File: src/rtl/lab2_proc_mul_issue_ctrl_if.sv
`default_nettype none
// ============================================================================
// Module : lab2_proc_mul_issue_ctrl_if
// Brief  : X-stage / multiplier handshake and status bundle for the issue ctrl.
// Rev    : 1.0
// ============================================================================
interface lab2_proc_mul_issue_ctrl_if #(
    parameter int p_cnt_nbits = 16
);
    logic                   mul_val_X;
    logic                   squash_X;
    logic                   ostall_down_X;
    logic                   mul_req_val;
    logic                   mul_req_rdy;
    logic                   mul_resp_val;
    logic                   mul_resp_rdy;
    logic                   ostall_mul_X;
    logic                   ex_result_sel_X;
    logic                   mul_busy;
    logic [p_cnt_nbits-1:0] mul_count;
    logic [p_cnt_nbits-1:0] mul_stall_count;

    modport master (
        input  mul_val_X, squash_X, ostall_down_X, mul_req_rdy, mul_resp_val,
        output mul_req_val, mul_resp_rdy, ostall_mul_X, ex_result_sel_X,
               mul_busy, mul_count, mul_stall_count
    );

    modport slave (
        output mul_val_X, squash_X, ostall_down_X, mul_req_rdy, mul_resp_val,
        input  mul_req_val, mul_resp_rdy, ostall_mul_X, ex_result_sel_X,
               mul_busy, mul_count, mul_stall_count
    );
endinterface
`default_nettype wire

File: src/rtl/lab2_proc_mul_issue_ctrl.sv
`default_nettype none
// ============================================================================
// Module : lab2_proc_mul_issue_ctrl
// Brief  : Issue, stall, drain and result-steer control for the X-stage
//          iterative multiplier, with issue and stall performance counters.
// Rev    : 1.0
// ============================================================================
module lab2_proc_mul_issue_ctrl #(
    parameter int p_cnt_nbits = 16
) (
    input  wire logic                       clk,
    input  wire logic                       reset,
    lab2_proc_mul_issue_ctrl_if.master      bus
);

    localparam logic [1:0] ST_IDLE  = 2'd0;
    localparam logic [1:0] ST_CALC  = 2'd1;
    localparam logic [1:0] ST_DRAIN = 2'd2;

    logic [1:0]             state_q;
    logic [1:0]             state_d;
    logic [p_cnt_nbits-1:0] mul_count_q;
    logic [p_cnt_nbits-1:0] mul_count_d;
    logic [p_cnt_nbits-1:0] stall_count_q;
    logic [p_cnt_nbits-1:0] stall_count_d;

    logic w_go;
    logic w_req_val;
    logic w_resp_rdy;
    logic w_stall;
    logic w_sel;
    logic w_busy;
    logic w_count_inc;

    assign w_go = bus.mul_val_X & ~bus.squash_X;

    always_ff @(posedge clk or posedge reset) begin
        if (reset) begin
            state_q       <= ST_IDLE;
            mul_count_q   <= '0;
            stall_count_q <= '0;
        end else begin
            state_q       <= state_d;
            mul_count_q   <= mul_count_d;
            stall_count_q <= stall_count_d;
        end
    end

    always_comb begin
        state_d = state_q;
        case (state_q)
            ST_IDLE: begin
                if (w_go && bus.mul_req_rdy)
                    state_d = ST_CALC;
            end
            ST_CALC: begin
                if (bus.mul_resp_val && w_resp_rdy)
                    state_d = ST_IDLE;
                else if (bus.squash_X && !bus.mul_resp_val)
                    state_d = ST_DRAIN;
            end
            ST_DRAIN: begin
                if (bus.mul_resp_val)
                    state_d = ST_IDLE;
            end
            default: state_d = ST_IDLE;
        endcase
    end

    // Outputs are forced low while reset is held so they drop asynchronously.
    always_comb begin
        w_req_val   = 1'b0;
        w_resp_rdy  = 1'b0;
        w_stall     = 1'b0;
        w_sel       = 1'b0;
        w_busy      = 1'b0;
        w_count_inc = 1'b0;
        case (state_q)
            ST_IDLE: begin
                w_req_val = w_go;
                w_stall   = w_go;
            end
            ST_CALC: begin
                w_busy      = 1'b1;
                w_resp_rdy  = bus.squash_X | ~bus.ostall_down_X;
                w_sel       = bus.mul_resp_val & ~bus.squash_X;
                w_stall     = w_go & ~bus.mul_resp_val;
                w_count_inc = bus.mul_resp_val & w_resp_rdy & ~bus.squash_X;
            end
            ST_DRAIN: begin
                w_busy     = 1'b1;
                w_resp_rdy = 1'b1;
                w_stall    = w_go;
            end
            default: ;
        endcase
        if (reset) begin
            w_req_val   = 1'b0;
            w_resp_rdy  = 1'b0;
            w_stall     = 1'b0;
            w_sel       = 1'b0;
            w_busy      = 1'b0;
            w_count_inc = 1'b0;
        end
    end

    always_comb begin
        mul_count_d   = mul_count_q + p_cnt_nbits'(w_count_inc);
        stall_count_d = stall_count_q + p_cnt_nbits'(w_stall);
    end

    assign bus.mul_req_val     = w_req_val;
    assign bus.mul_resp_rdy    = w_resp_rdy;
    assign bus.ostall_mul_X    = w_stall;
    assign bus.ex_result_sel_X = w_sel;
    assign bus.mul_busy        = w_busy;
    assign bus.mul_count       = mul_count_q;
    assign bus.mul_stall_count = stall_count_q;

endmodule
`default_nettype wire

File: src/flat_wrapper.sv
// flat-port wrapper written by rule: the top's interface ports become plain ports
module lab2_proc_mul_issue_ctrl_flat 
#(
    parameter int p_cnt_nbits = 16
)
  (clk, reset, bus_mul_val_X, bus_squash_X, bus_ostall_down_X, bus_mul_req_rdy, bus_mul_resp_val, bus_mul_req_val, bus_mul_resp_rdy, bus_ostall_mul_X, bus_ex_result_sel_X, bus_mul_busy, bus_mul_count, bus_mul_stall_count);
  lab2_proc_mul_issue_ctrl_if #(.p_cnt_nbits(p_cnt_nbits)) bus_i ();
  input  wire logic clk;
  input  wire logic reset;
  input wire logic [$bits(bus_i.mul_val_X)-1:0] bus_mul_val_X;
  input wire logic [$bits(bus_i.squash_X)-1:0] bus_squash_X;
  input wire logic [$bits(bus_i.ostall_down_X)-1:0] bus_ostall_down_X;
  input wire logic [$bits(bus_i.mul_req_rdy)-1:0] bus_mul_req_rdy;
  input wire logic [$bits(bus_i.mul_resp_val)-1:0] bus_mul_resp_val;
  output wire logic [$bits(bus_i.mul_req_val)-1:0] bus_mul_req_val;
  output wire logic [$bits(bus_i.mul_resp_rdy)-1:0] bus_mul_resp_rdy;
  output wire logic [$bits(bus_i.ostall_mul_X)-1:0] bus_ostall_mul_X;
  output wire logic [$bits(bus_i.ex_result_sel_X)-1:0] bus_ex_result_sel_X;
  output wire logic [$bits(bus_i.mul_busy)-1:0] bus_mul_busy;
  output wire logic [$bits(bus_i.mul_count)-1:0] bus_mul_count;
  output wire logic [$bits(bus_i.mul_stall_count)-1:0] bus_mul_stall_count;
  assign bus_i.mul_val_X = bus_mul_val_X;
  assign bus_i.squash_X = bus_squash_X;
  assign bus_i.ostall_down_X = bus_ostall_down_X;
  assign bus_i.mul_req_rdy = bus_mul_req_rdy;
  assign bus_i.mul_resp_val = bus_mul_resp_val;
  assign bus_mul_req_val = bus_i.mul_req_val;
  assign bus_mul_resp_rdy = bus_i.mul_resp_rdy;
  assign bus_ostall_mul_X = bus_i.ostall_mul_X;
  assign bus_ex_result_sel_X = bus_i.ex_result_sel_X;
  assign bus_mul_busy = bus_i.mul_busy;
  assign bus_mul_count = bus_i.mul_count;
  assign bus_mul_stall_count = bus_i.mul_stall_count;
  lab2_proc_mul_issue_ctrl #(.p_cnt_nbits(p_cnt_nbits)) u_core (.clk(clk), .reset(reset), .bus(bus_i));
endmodule
File: config.mk
export PLATFORM = sky130hd
export DESIGN_NAME = lab2_proc_mul_issue_ctrl_flat
export DESIGN_NICKNAME = d
export VERILOG_FILES = /design/src/rtl/lab2_proc_mul_issue_ctrl_if.sv /design/src/rtl/lab2_proc_mul_issue_ctrl.sv /design/src/flat_wrapper.sv
export SDC_FILE = /design/constraint.sdc
export NUM_CORES = 1
export LEC_CHECK = 0
export ABC_CLOCK_PERIOD_IN_PS = 2900
export BUFFER_PORTS_ARGS = -buffer_cell sky130_fd_sc_hd__buf_2
export CORE_MARGIN = 2
export CORE_UTILIZATION = 42
export DETAILED_ROUTE_END_ITERATION = 12
export GPL_ROUTABILITY_DRIVEN = 0
export PLACE_DENSITY = 0.69
export SLEW_MARGIN = 20
export SYNTH_ARGS = -nofsm -noshare
export SYNTH_HDL_FRONTEND = slang
export SYNTH_SLANG_ARGS = --single-unit
File: constraint.sdc
create_clock -name clk -period 2.9 [get_ports clk]
set_input_delay 0.58 -clock clk [delete_from_list [all_inputs] [get_ports clk]]
set_output_delay 0.58 -clock clk [all_outputs]
set_load 0.01 [all_outputs]
==> flow_metrics.tcl <==
set metrics [dict create \
    cts_max_level 2 \
    period_needed_ns 2.36 \
    setup_viol_count_final 0 \
    r2r_start "u_core.state_q[1]$_DFFE_PP0P_" \
    critPathSlowestCell "dfrtp_1" \
    fin_util_pct 53.8 \
    post-route-period-util_pct 81.5 \
    start_util_pct 44.1 \
    fp.dieArea_um2 4390 \
    synthToLayoutAreaGrowth_pct 22.1 \
    start_kind "flip-flop" \
    synth_common_cells "dfrtp_1 (34), xnor2_1 (19), nand3_1 (13), ha_1 (9), xor2_1 (9)" \
    r2r_end "u_core.bus.mul_stall_count[12]$_DFF_PP0_" \
    ys_warn_count 0 \
    yosys-top-cells-area "dfrtp_1 (52%), xnor2_1 (10%), ha_1 (6.9%)" \
    firstDrtPassIters 4 \
    ys_types 29 \
    fmax_ghz 0.423 \
    power_density_nw_per_um2 600 \
    via_per_inst 5.05 \
    netlist_area_um2 1630 \
    cts_resized 0 \
    syn_avg_cell_area_um2 11.4 \
    yosysMostFrequentCell "dfrtp_1" \
    grt_pass1_vias 1219 \
    slew_viol_final 0 \
    cts_tree "yes" \
    hold_path_class "in2async" \
    crit_type "reg2reg" \
    status "finished clean" \
    diodes 0 \
    netlist_instances 143 \
    yosysSeqAreaShare_pct 52.3 \
    synth_top_cell_by_area "dfrtp_1" \
    die_h_um 66.2 \
    path_cells "inv_1 > ha_1 > inv_1 > o21ai_0 > nand3_1 > nor2_1 > ha_1 > ha_1 > and2_1 > nand4_1 > xnor2_1" \
    async_reset_ff_share_pct 100 \
    ys_ff_latch 34 \
    drive_gt1_share_pct 28.9 \
    core-area_um2 3690 \
    io_pins 44 \
    portBuffers 43 \
    worstSkewPairLatency_ns 0.27 \
    finalSetupTns_ns 0 \
    ir_drop_uv 356 \
    maxSlewHeadroom_pct 52.7 \
    numCtsBuffers 5 \
    wl_per_cell_um 12.9 \
    cap_violations 0 \
    grtUsageTotal_pct 16.2 \
    reg2reg_depth 11 \
    clkSinkCount 34 \
    synth.top_cell.area_share_pct 52.3 \
    end_kind "flip-flop" \
    postCtsSetupBuffers 0 \
    final_hold_viol_count 0 \
    max_stage_delay_ns 0.43 \
    dp_worst_setup_slack_ns 0.521 \
    nets 210 \
    regToRegSetupSlack_ns 0.54 \
    hold_ws_ns 0.457 \
    tightest_slew_ns 0.709 \
    setup_ws_ns 0.536 \
    ant_nets 0 \
    cts-hold-fix-buffers 0 \
    vias 1223 \
    grt_max_degree 21 \
    fillers 350 \
    hpwl_um 2400 \
    first_iter_violations 65 \
    ys.flop_type "dfrtp_1" \
    cts_root_buffer "clkbuf_8" \
    cts.path.max_buffers 2 \
    drc 0 \
    rsz0062_at_grt "false" \
    rows 22 \
    grt-ovfl-total 0 \
    die_width_um 66.2 \
    synth_edf_count 0 \
    syn_nets 159 \
    grt_antenna_before_repair 0 \
    skew_ns 0.00394 \
    path_common_cell "ha_1" \
    cp.required_ns 3.06 \
    p_leak_nw 1.06 \
    cp_data_arrival_time_ns 2.53 \
    grt_pass1_wl_um 5400 \
    wl_um 3110 \
    worstPathMaxFanout 5 \
    clkTransAtPathRegs_ns 0.06 \
]
metrics by stage:
step	cells	cell area, um^2	power [mW]
3_5_place_dp	235	1910	0.891
2_1_floorplan	143	1630	0.779
3_3_place_gp	235	1910	0.877
6_report	242	1990	1.19
4_1_cts	242	1990	1.21
5_1_grt	242	1990	1.28
critical path, delay by kind of cell, from the launching register on:
family / cells / cell delay (ns)
compound gates: 1 / 0.15
fa+ha+maj: 3 / 0.70
flops: 1 / 0.43
xor+xnor: 1 / 0.15
simple gates: 4 / 0.62
buf+inv: 2 / 0.22
kinds of logic after synthesis:
logic type | after synthesis | synth area share [%]
XOR/XNOR | 28 | 15.1
flip-flops | 34 | 52.3
AO/OA/AOI/OAI | 9 | 4.00
AND/OR/NAND/NOR | 57 | 19.8
adder cells (fa/ha/maj) | 9 | 6.92
buffers and inverters | 5 | 1.15
multiplexers | 1 | 0.692
report_power, final:
part	leakage [nW]	switching [mW]	internal [mW]
clock network	0.0383	0.148	0.165
registers	0.463	0.0545	0.528
logic	0.560	0.164	0.134
cell usage in the layout (no fill, tap or decap), drive strengths merged:
master   n
buf     44
dfrtp   34
xnor2   19
nand3   14
xor2     9
ha       9
and3     9
nand2    8
nor2     7
nand4    7
clkbuf   7
inv      5
nor3     4
o21ai    2
a21oi    2
o21a     2
and4     2
nor2b    2
nor4     1
and2     1
nand2b   1
nand3b   1
o22ai    1
a22o     1
o221ai   1
mux2     1
area by class of cell:
cell class / instances / area (um^2) / area share (%)
Sequential cell: 34 / 851 / 42.8
Timing Repair Buffer: 44 / 223 / 11.2
Clock buffer: 7 / 76.3 / 3.84
Multi-Input combinational cell: 104 / 757 / 38.1
Tap cell: 48 / 60.1 / 3.02
Inverter: 5 / 18.8 / 0.945
routing by layer:
metal | GRT usage, % | up-vias | share of wire [%]
li1 | - | 602 | -
met1 | 19.7 | 577 | 44
met2 | 25.8 | 36 | 48
met3 | 5.62 | 8 | 6.0
met4 | 7.14 | 0 | 2.3
met5 | 0 | - | 0
sequential cells by signal, indices dropped and copies added (netlist names):
register / flops
u_core.state_q: 2
u_core.bus.mul_count: 16
u_core.bus.mul_stall_count: 16
worst max path at each step:
stage	start	endpoint	slack (ns)	depth (start not counted)
6_report	u_core.state_q[1]$_DFFE_PP0P_	u_core.bus.mul_stall_count[12]$_DFF_PP0_	0.54	11
5_1_grt	u_core.state_q[1]$_DFFE_PP0P_	u_core.bus.mul_stall_count[12]$_DFF_PP0_	0.26	11
4_1_cts	u_core.state_q[1]$_DFFE_PP0P_	u_core.bus.mul_stall_count[12]$_DFF_PP0_	0.51	11
3_5_place_dp	u_core.state_q[1]$_DFFE_PP0P_	u_core.bus.mul_stall_count[12]$_DFF_PP0_	0.52	11
3_3_place_gp	u_core.state_q[1]$_DFFE_PP0P_	u_core.bus.mul_stall_count[10]$_DFF_PP0_	0.64	11
2_1_floorplan	u_core.state_q[1]$_DFFE_PP0P_	u_core.bus.mul_stall_count[10]$_DFF_PP0_	0.68	11
No activity file was read; power rests on OpenSTA's default activity.
